[config.mk]
export PLATFORM = sky130hd
export DESIGN_NAME = control_sequencer
export DESIGN_NICKNAME = d
export VERILOG_FILES = /design/src/rtl/control_sequencer.sv
export SDC_FILE = /design/constraint.sdc
export NUM_CORES = 1
export LEC_CHECK = 0
export CAP_MARGIN = 20
export CORE_UTILIZATION = 39
export CTS_CLUSTER_DIAMETER = 200
export CTS_CLUSTER_SIZE = 25
export DETAILED_ROUTE_END_ITERATION = 16
export PLACE_DENSITY = 0.91
export SLEW_MARGIN = 30
export SYNTH_ARGS = -nofsm -noshare
export SYNTH_HDL_FRONTEND = slang
export SYNTH_SLANG_ARGS = --single-unit
[constraint.sdc]
create_clock -name Clock -period 2.4 [get_ports Clock]
set_clock_uncertainty 0.1 [all_clocks]
set_input_delay 0.36 -clock Clock [delete_from_list [all_inputs] [get_ports Clock]]
set_output_delay 0.36 -clock Clock [all_outputs]
set_load 0.03 [all_outputs]
[src/rtl/control_sequencer.sv]
// Hardwired Moore control unit: walks RESET -> T0..T7 -> T0/HALT, decoding IR[31:27] for execute steps.
// Latency: one state per clock; memory steps (T1, ld T6, st T7) are held for MEM_WAIT+1 cycles.
// Backpressure: none; Stop is honoured only at instruction end and HALT is left only through clear.
module control_sequencer #(
   parameter int MEM_WAIT = 0
) (
   input  logic        Clock,
   input  logic        clear,
   input  logic [31:0] IR,
   input  logic        CON_FF,
   input  logic        Stop,
   output logic        Run,
   output logic [4:0]  opcode,
   output logic        Gra, Grb, Grc, Rin, Rout, BAout,
   output logic        HIin, LOin, Yin, Zin, PCin, IRin, MARin, MDRin, Inportin, Outportin, CONin,
   output logic        HIout, LOout, Zhighout, Zlowout, PCout, MDRout, Inportout, Cout,
   output logic        Read, Write, IncPC
);

   typedef enum logic [3:0] {
      S_RESET, S_T0, S_T1, S_T2, S_T3, S_T4, S_T5, S_T6, S_T7, S_HALT
   } state_t;

   localparam int            WW        = $clog2(MEM_WAIT + 2);
   localparam logic [WW-1:0] WAIT_LAST = WW'(MEM_WAIT);

   state_t        state_q;
   logic [WW-1:0] wait_q;

   logic [4:0] op;
   logic       unused_ir;
   assign op        = IR[31:27];
   assign unused_ir = ^IR[26:0];

   // Instruction classes; anything not listed (nop and undefined codes) has no execute phase.
   logic op_alu, op_imm, op_md, op_ld, op_ldi, op_st, op_br, op_jr, op_jal;
   logic op_in, op_out, op_mfhi, op_mflo, op_halt, op_none, op_ldst;
   assign op_alu  = (op >= 5'd3) && (op <= 5'd11);
   assign op_imm  = (op >= 5'd12) && (op <= 5'd14);
   assign op_md   = (op == 5'd15) || (op == 5'd16);
   assign op_ld   = (op == 5'd0);
   assign op_ldi  = (op == 5'd1);
   assign op_st   = (op == 5'd2);
   assign op_br   = (op == 5'd18);
   assign op_jr   = (op == 5'd19);
   assign op_jal  = (op == 5'd20);
   assign op_in   = (op == 5'd21);
   assign op_out  = (op == 5'd22);
   assign op_mfhi = (op == 5'd23);
   assign op_mflo = (op == 5'd24);
   assign op_halt = (op == 5'd26);
   assign op_ldst = op_ld | op_ldi | op_st;
   assign op_none = !(op_alu | op_imm | op_md | op_ldst | op_br | op_jr | op_jal |
                      op_in | op_out | op_mfhi | op_mflo | op_halt);

   // Final execute step of the decoded instruction.
   state_t last_st;
   always_comb begin
      last_st = S_T3;
      if (op_alu | op_imm | op_ldi) last_st = S_T5;
      else if (op_md | op_br)       last_st = S_T6;
      else if (op_ld | op_st)       last_st = S_T7;
      else if (op_jal)              last_st = S_T4;
   end

   logic mem_hold;
   assign mem_hold = (state_q == S_T1) || (state_q == S_T6 && op_ld) || (state_q == S_T7 && op_st);

   // Sequencer: state advance, wait-state counting, instruction-end Stop sampling.
   always_ff @(posedge Clock or negedge clear) begin
      if (!clear) begin
         state_q <= S_RESET;
         wait_q  <= '0;
      end else begin
         case (state_q)
            S_RESET: state_q <= S_T0;
            S_HALT:  state_q <= S_HALT;
            S_T2: begin
               wait_q <= '0;
               if (op_halt)      state_q <= S_HALT;
               else if (op_none) state_q <= Stop ? S_HALT : S_T0;
               else              state_q <= S_T3;
            end
            default: begin
               if (mem_hold && wait_q != WAIT_LAST) begin
                  wait_q <= wait_q + 1'b1;
               end else begin
                  wait_q <= '0;
                  if (state_q >= S_T3 && state_q >= last_st) state_q <= Stop ? S_HALT : S_T0;
                  else                                       state_q <= state_t'(state_q + 4'd1);
               end
            end
         endcase
      end
   end

   // Moore output decode of state and instruction class.
   always_comb begin
      Run = 1'b0; opcode = 5'd0;
      Gra = 1'b0; Grb = 1'b0; Grc = 1'b0; Rin = 1'b0; Rout = 1'b0; BAout = 1'b0;
      HIin = 1'b0; LOin = 1'b0; Yin = 1'b0; Zin = 1'b0; PCin = 1'b0; IRin = 1'b0;
      MARin = 1'b0; MDRin = 1'b0; Inportin = 1'b0; Outportin = 1'b0; CONin = 1'b0;
      HIout = 1'b0; LOout = 1'b0; Zhighout = 1'b0; Zlowout = 1'b0; PCout = 1'b0;
      MDRout = 1'b0; Inportout = 1'b0; Cout = 1'b0;
      Read = 1'b0; Write = 1'b0; IncPC = 1'b0;
      case (state_q)
         S_T0: begin Run = 1'b1; PCout = 1'b1; MARin = 1'b1; IncPC = 1'b1; Zin = 1'b1; end
         S_T1: begin Run = 1'b1; Zlowout = 1'b1; PCin = 1'b1; Read = 1'b1; MDRin = 1'b1; end
         S_T2: begin Run = 1'b1; MDRout = 1'b1; IRin = 1'b1; end
         S_T3: begin
            Run = 1'b1;
            if (op_alu | op_imm) begin Grb = 1'b1; Rout = 1'b1; Yin = 1'b1; end
            if (op_md)           begin Gra = 1'b1; Rout = 1'b1; Yin = 1'b1; end
            if (op_ldst)         begin Grb = 1'b1; BAout = 1'b1; Yin = 1'b1; end
            if (op_br)           begin Gra = 1'b1; Rout = 1'b1; CONin = 1'b1; end
            if (op_jr)           begin Gra = 1'b1; Rout = 1'b1; PCin = 1'b1; end
            if (op_jal)          begin PCout = 1'b1; Grb = 1'b1; Rin = 1'b1; end
            if (op_in)           begin Inportout = 1'b1; Gra = 1'b1; Rin = 1'b1; end
            if (op_out)          begin Gra = 1'b1; Rout = 1'b1; Outportin = 1'b1; end
            if (op_mfhi)         begin HIout = 1'b1; Gra = 1'b1; Rin = 1'b1; end
            if (op_mflo)         begin LOout = 1'b1; Gra = 1'b1; Rin = 1'b1; end
         end
         S_T4: begin
            Run = 1'b1;
            if (op_alu)  begin Grc = 1'b1; Rout = 1'b1; Zin = 1'b1; opcode = op; end
            if (op_imm)  begin Cout = 1'b1; Zin = 1'b1; opcode = op; end
            if (op_md)   begin Grb = 1'b1; Rout = 1'b1; Zin = 1'b1; opcode = op; end
            if (op_ldst) begin Cout = 1'b1; Zin = 1'b1; opcode = 5'b00011; end
            if (op_br)   begin PCout = 1'b1; Yin = 1'b1; end
            if (op_jal)  begin Gra = 1'b1; Rout = 1'b1; PCin = 1'b1; end
         end
         S_T5: begin
            Run = 1'b1;
            if (op_alu | op_imm | op_ldi) begin Zlowout = 1'b1; Gra = 1'b1; Rin = 1'b1; end
            if (op_md)                    begin Zlowout = 1'b1; LOin = 1'b1; end
            if (op_ld | op_st)            begin Zlowout = 1'b1; MARin = 1'b1; end
            if (op_br)                    begin Cout = 1'b1; Zin = 1'b1; opcode = 5'b00011; end
         end
         S_T6: begin
            Run = 1'b1;
            if (op_md) begin Zhighout = 1'b1; HIin = 1'b1; end
            if (op_ld) begin Read = 1'b1; MDRin = 1'b1; end
            if (op_st) begin Gra = 1'b1; Rout = 1'b1; MDRin = 1'b1; end
            if (op_br) begin Zlowout = 1'b1; PCin = CON_FF; end
         end
         S_T7: begin
            Run = 1'b1;
            if (op_ld) begin MDRout = 1'b1; Gra = 1'b1; Rin = 1'b1; end
            if (op_st) Write = 1'b1;
         end
         default: ;
      endcase
   end

endmodule

* After elaboration in Yosys (flattened, before gate mapping)
Cells that the tools add are included.
Operators by class: add/sub/neg operators 2, $lt $le $gt $ge 6, equal/unequal tests 22, mux-type cells 87, bitwise logic cells 16, reduce and logical (&&, ||, !) cells 13
Operators with widths (count):
- 1-bit 2-to-1 mux | 57
- 5-bit equality test (second input constant) | 9
- 4-bit 2-to-1 mux | 8
- 5-bit 2-to-1 mux | 4
- 4-bit by 3-bit equality test with 1-bit output (second input constant) | 4
- 1-bit bitwise OR | 16
- 1-bit case mux with 2 select lines | 8
- 1-bit case mux with 3 select lines | 5
- 4-bit case mux with 3 select lines | 1
- 5-bit by 4-bit less-or-equal comparator with 1-bit output (second input constant) | 2
- 5-bit case mux with 2 select lines | 1
- 4-bit by 2-bit equality test with 1-bit output (second input constant) | 2
- 4-bit equality test (second input constant) | 2
- 8-bit OR reduction | 1
- 1-bit logical AND | 6
- 5-bit by 1-bit equality test with 1-bit output (second input constant) | 1
- 5-bit by 2-bit equality test with 1-bit output (second input constant) | 1
- 5-bit by 4-bit equality test with 1-bit output (second input constant) | 1
- 5-bit by 2-bit greater-or-equal comparator with 1-bit output (second input constant) | 1
- 5-bit by 4-bit greater-or-equal comparator with 1-bit output (second input constant) | 1
- 5-bit zero test | 1
- 1-bit case mux with 5 select lines | 1
- 4-bit by 1-bit adder with 4-bit output (second input constant) | 1
- 4-bit by 1-bit equality test with 1-bit output (second input constant) | 1
- 9 further kinds | 11
Word-level totals: register bits 5

* Depth between registers and ports, before layout
word-level depth 16, mapped depth 11

* Least setup slack after synthesis
OpenSTA, ideal clock, no wires.
kind register -> output, start reg state_q[0], end out PCout, data arrival time 2.430 ns, data required time 1.940 ns, setup slack -0.490 ns, cell stages (with the launch flop) 7, buffers on the path 1, cell sequence dfrtp_1 inv_1 ha_1 and2_1 clkbuf_1 nand3_1 o311ai_0
On the way: longest elaborated chain between the ends 2, elaborated cells on any way between the ends 4, classes of those cells eq/ne (3); mux (1)
RTL lines:
- start, declared | RTL line 27 | state_t state_q;
- start signal, assigned | RTL line 81 | else if (op_none) state_q <= Stop ? S_HALT : S_T0;
- start signal, assigned | RTL line 89 | if (state_q >= S_T3 && state_q >= last_st) state_q <= Stop ? S_HALT : S_T0;
- start signal, assigned | RTL line 90 | else state_q <= state_t'(state_q + 4'd1);
- 4-bit by 3-bit equality test with 1-bit output / 4-bit by 1-bit equality test with 1-bit output (equally long branches) | RTL line 106 | case (state_q)
- 1-bit case mux with 3 select lines (*) | RTL line 106
- end, declared | RTL line 16 | output logic HIout, LOout, Zhighout, Zlowout, PCout, MDRout, Inportout, Cout,
Every way passes the cells marked *; elsewhere a longest branch is shown, timed or not.

* Final worst setup path
start in IR[31], end out Read
On the way: longest elaborated chain between the ends 3
RTL lines:
- start, declared | RTL line 9 | input logic [31:0] IR,
- 5-bit zero test | RTL line 41 | assign op_ld = (op == 5'd0);
- 1-bit 2-to-1 mux | RTL line 142 | if (op_ld) begin Read = 1'b1; MDRin = 1'b1; end
- 1-bit case mux with 2 select lines | RTL line 106
- end, declared | RTL line 17 | output logic Read, Write, IncPC
Every way passes these cells.

==> summary.log <==
qor: status.status finished, final reports clean
qor: pwr.p_leak 0.0009701 uW
qor: critical_path.worstSetupEndpointType output port
qor: synth.synthCells 193
qor: timing.setup_viol 0
qor: critical_path.setup.worst_path.start_class primary input
qor: grt.track_usage 0.2709
qor: pwr.comb_power_share 0.848
qor: floorplanning.io_pins 70
qor: placed_design.place_worst_setup_slack -0.4356 ns
qor: timing.timing.final.crit_period 2.346 ns
qor: critical_path.crit_arrival 1.89 ns
qor: route.detailedRoute.firstPassIterationCount 4
qor: critical_path.worst-setup-path-type primary input to output port
qor: hold_path.hold_path.class primary input to asynchronous set/reset pin
qor: cells_and_area.area.growth.synth_to_final 64.21%
qor: floorplanning.start_util 0.4099
qor: cells_and_area.antenna_cells 0
qor: cells_and_area.layout.cell_area.non_filler 2038 sq um
qor: floorplanning.die_width 58.42 microns
qor: route.post-route-drc-count 0
qor: clock_network.ctsHtreeMaxLevel 1
qor: synth.synth_commonest_cells 29 x nand2_1, 17 x nor2_1, 14 x o21ai_0
qor: synth.yosys_most_used_dff dfrtp_1
qor: pwr.seq_power_share 0.102
qor: critical_path.rr_worst_depth 8
qor: pwr.sw_frac_of_total 0.5479
qor: critical_path.crit_family buffers and inverters
qor: timing.fin_ws 0.05404 ns
qor: clock_network.cts.hold.buffers_added 0
qor: synth.synth.top_cells.by_area dfrtp_1 10%, nand2_1 8.8%, ha_1 8.1%, o21ai_0 5.6%, a21oi_1 5.2%
qor: critical_path.critical_path.reg2reg.startpoint state_q[0]
qor: synth.ys_seq_elements 5
qor: route.ant_nets 0
qor: critical_path.worstPathCellList dlygate4sd2_1 -> or3_4 -> buf_4 -> o41ai_4 -> buf_4 -> buf_4
qor: critical_path.crit_start IR[31]
qor: placed_design.placement.cell_area 1837 sq um
qor: timing.timing.final.hold_violations 0
qor: critical_path.crit_fanout 6
qor: synth.post-synth-top-area-fraction 0.1008
qor: pwr.peak_supply_drop 0.6130 mV
qor: critical_path.worstReg2RegEnd state_q[0]
qor: grt.grt_most_used_layer met2
qor: grt.maximum_number_of_pins_on_one_net_before_global_route_repair 24
qor: timing.timing.fmax 426.3 MHz
qor: cells_and_area.layout_cell_share_with_drive_strength_beyond_1 0.4093
qor: placed_design.io_buffer_count 41
qor: floorplanning.die_height 58.42 microns
qor: route.routed-via-count 1755
qor: clock_network.max-clock-path-buffers 2
qor: grt.grt.met1_usage 0.3445
qor: pwr.totalPowerFinal 1879 uW
qor: pwr.p_sw 1030 uW
qor: clock_network.clock-sinks 5
qor: clock_network.clock-root-buffer clkbuf_4
qor: floorplanning.dieArea 3412 sq um
qor: pwr.cellInternalPower 849.7 uW
qor: synth.yosysWarnings 0
qor: synth.postSynthNetCount 237
qor: timing.finalMaxSlewViolations 0
qor: critical_path.r2r_slack 0.27 ns
qor: route.route.detailed.vias_per_inst 5.792
qor: route.routed_wl 4.556 mm
qor: synth.synth_top_cell_by_area dfrtp_1
qor: clock_network.worst_setup_hold_path_clk_slew 0.04 ns
qor: clock_network.cts_tree done
qor: placed_design.detailed_place_hpwl 3.258 mm
qor: clock_network.clkLatencyLatePin 0.24 ns
qor: grt.global_route.overflow_total 0
qor: cells_and_area.finalNetCount 304
qor: floorplanning.core_area 3028 sq um
qor: synth.ys_seq_area_frac 0.1008
qor: grt.first_global_vias 1625
qor: grt.met2_usage 0.4450
qor: synth.post_synth.cell_area_avg 6.431 sq um
qor: floorplanning.std_cell_rows 20
qor: placed_design.gp_congestion 0.9815
qor: timing.min_period_over_period 0.9775
qor: critical_path.critical_path_buf_inv_count 4
qor: timing.grt_setup_unrepaired true
qor: route.initialDrtViolationCount 94
qor: critical_path.crit_path_top_delay_cell o41ai_4
qor: critical_path.path_common_cell buf_4
qor: synth.synth_edf_count 0
qor: clock_network.cts-buffers-inserted 3
qor: grt.grt_use_met3 0.03516
qor: critical_path.required 1.94 ns
qor: synth.syn-cell-area 1241 sq um
qor: critical_path.crit_path_max_incr_delay 0.37 ns
qor: pwr.cellPowerDensity 922.1 nW/um^2
qor: synth.post-synth-top-count-cell nand2_1
qor: pwr.share_clk_of_total_power 0.051
qor: grt.antenna_found_initial 0
qor: job.max_cap_viol_count 0
qor: synth.synth_async_sr_flop_share 1.000
qor: synth.synth.lib_cells_used.distinct 51
qor: route.mean_routed_wirelength_per_cell 15.04 microns
qor: grt.grt_pass1_wl 7.307 mm
qor: cells_and_area.post-route-util 0.6731
==> cell families (layout without fill, tap and decap cells) <==
kind of cell / after synthesis / count (layout) / synth area share
AOI/OAI and AO/OA: 54 / 54 / 0.3004
DFF: 5 / 5 / 0.1008
muxes: 2 / 2 / 0.01613
other: 1 / 1 / 0.003021
and+or+nand+nor: 99 / 99 / 0.4083
adders and majority gates: 8 / 8 / 0.08065
buffers and inverters: 23 / 89 / 0.08365
xor gates and xnor gates: 1 / 1 / 0.007058
==> power by group through the flow <==
stage / sequential, uW / combinational (uW) / clock, uW
floorplan: 152 / 945 / 0
global placement: 165 / 1410 / 0
detailed placement: 166 / 1440 / 0
CTS: 168 / 1500 / 101
global route: 196 / 1710 / 108
finish: 191 / 1590 / 95.5
==> worst max path at each step <==
stage,to,slack [ns],cells past startpoint
3_3_place_gp,state_q[0],-0.38,9
5_1_grt,state_q[0],-0.03,11
4_1_cts,Read,0.0009,5
6_report,Read,0.05,6
2_1_floorplan,PCout,-0.13,6
3_5_place_dp,state_q[0],-0.44,10
==> sequential cells by signal (all words and copies together), names as in the netlist <==
signal	flops
state_q	4
wait_q	1
==> placed cells by master, fill, tap and decap left out, drive strengths merged, types with 2 or more instances in the layout <==
cell,instances
buf,69
nand2,29
nor2,17
o21ai,15
a21oi,13
nor3,10
and2,9
ha,8
nand4,6
nor2b,6
inv,6
nand2b,6
clkbuf,5
dfrtp,5
clkdlybuf4s50,4
dlygate4sd2,4
nand3,3
o22ai,3
nor4,3
nand3b,2
a211o,2
o21a,2
mux2i,2
o21bai,2
o31ai,2
a21o,2
or2,2
o41ai,2
a2111oi,2
==> per-stage QoR <==
stage | hold slack [ns] | TNS, ns | cells
after floorplan | -0.03559 | -0.1536 | 193
after CTS | 0.2387 | 0 | 303
after global placement | 0.3922 | -2.883 | 297
final | 0.2402 | 0 | 303
after global routing | 0.2440 | -0.06792 | 303
after detailed placement | 0.3967 | -3.730 | 297
==> repair_timing <==
item | CTS | global route
hold endpoints to repair | 0 | 0
setup endpoints to repair | 29 | 28
pin swaps | 6 | 2
resized for setup | 26 | 21
buffers inserted | 2 | 0
==> layout make-up <==
| type | instances | area, sq um |
|---|---|---|
| multi-input combinational | 165 | 1174 |
| clock buffer | 4 | 26.28 |
| timing repair buffer | 79 | 629.4 |
| inverter | 6 | 25.02 |
| fill | 253 | 989.7 |
| tap | 44 | 55.05 |
| sequential | 5 | 128.9 |
==> per-layer routing <==
metal  vias to the layer above  part of all wire
met5                         -                 0
met4                         0             0.051
met3                        29             0.073
met2                       107              0.48
met1                       783              0.40
li1                        836                 -
Power figures use the tool's default switching activity.
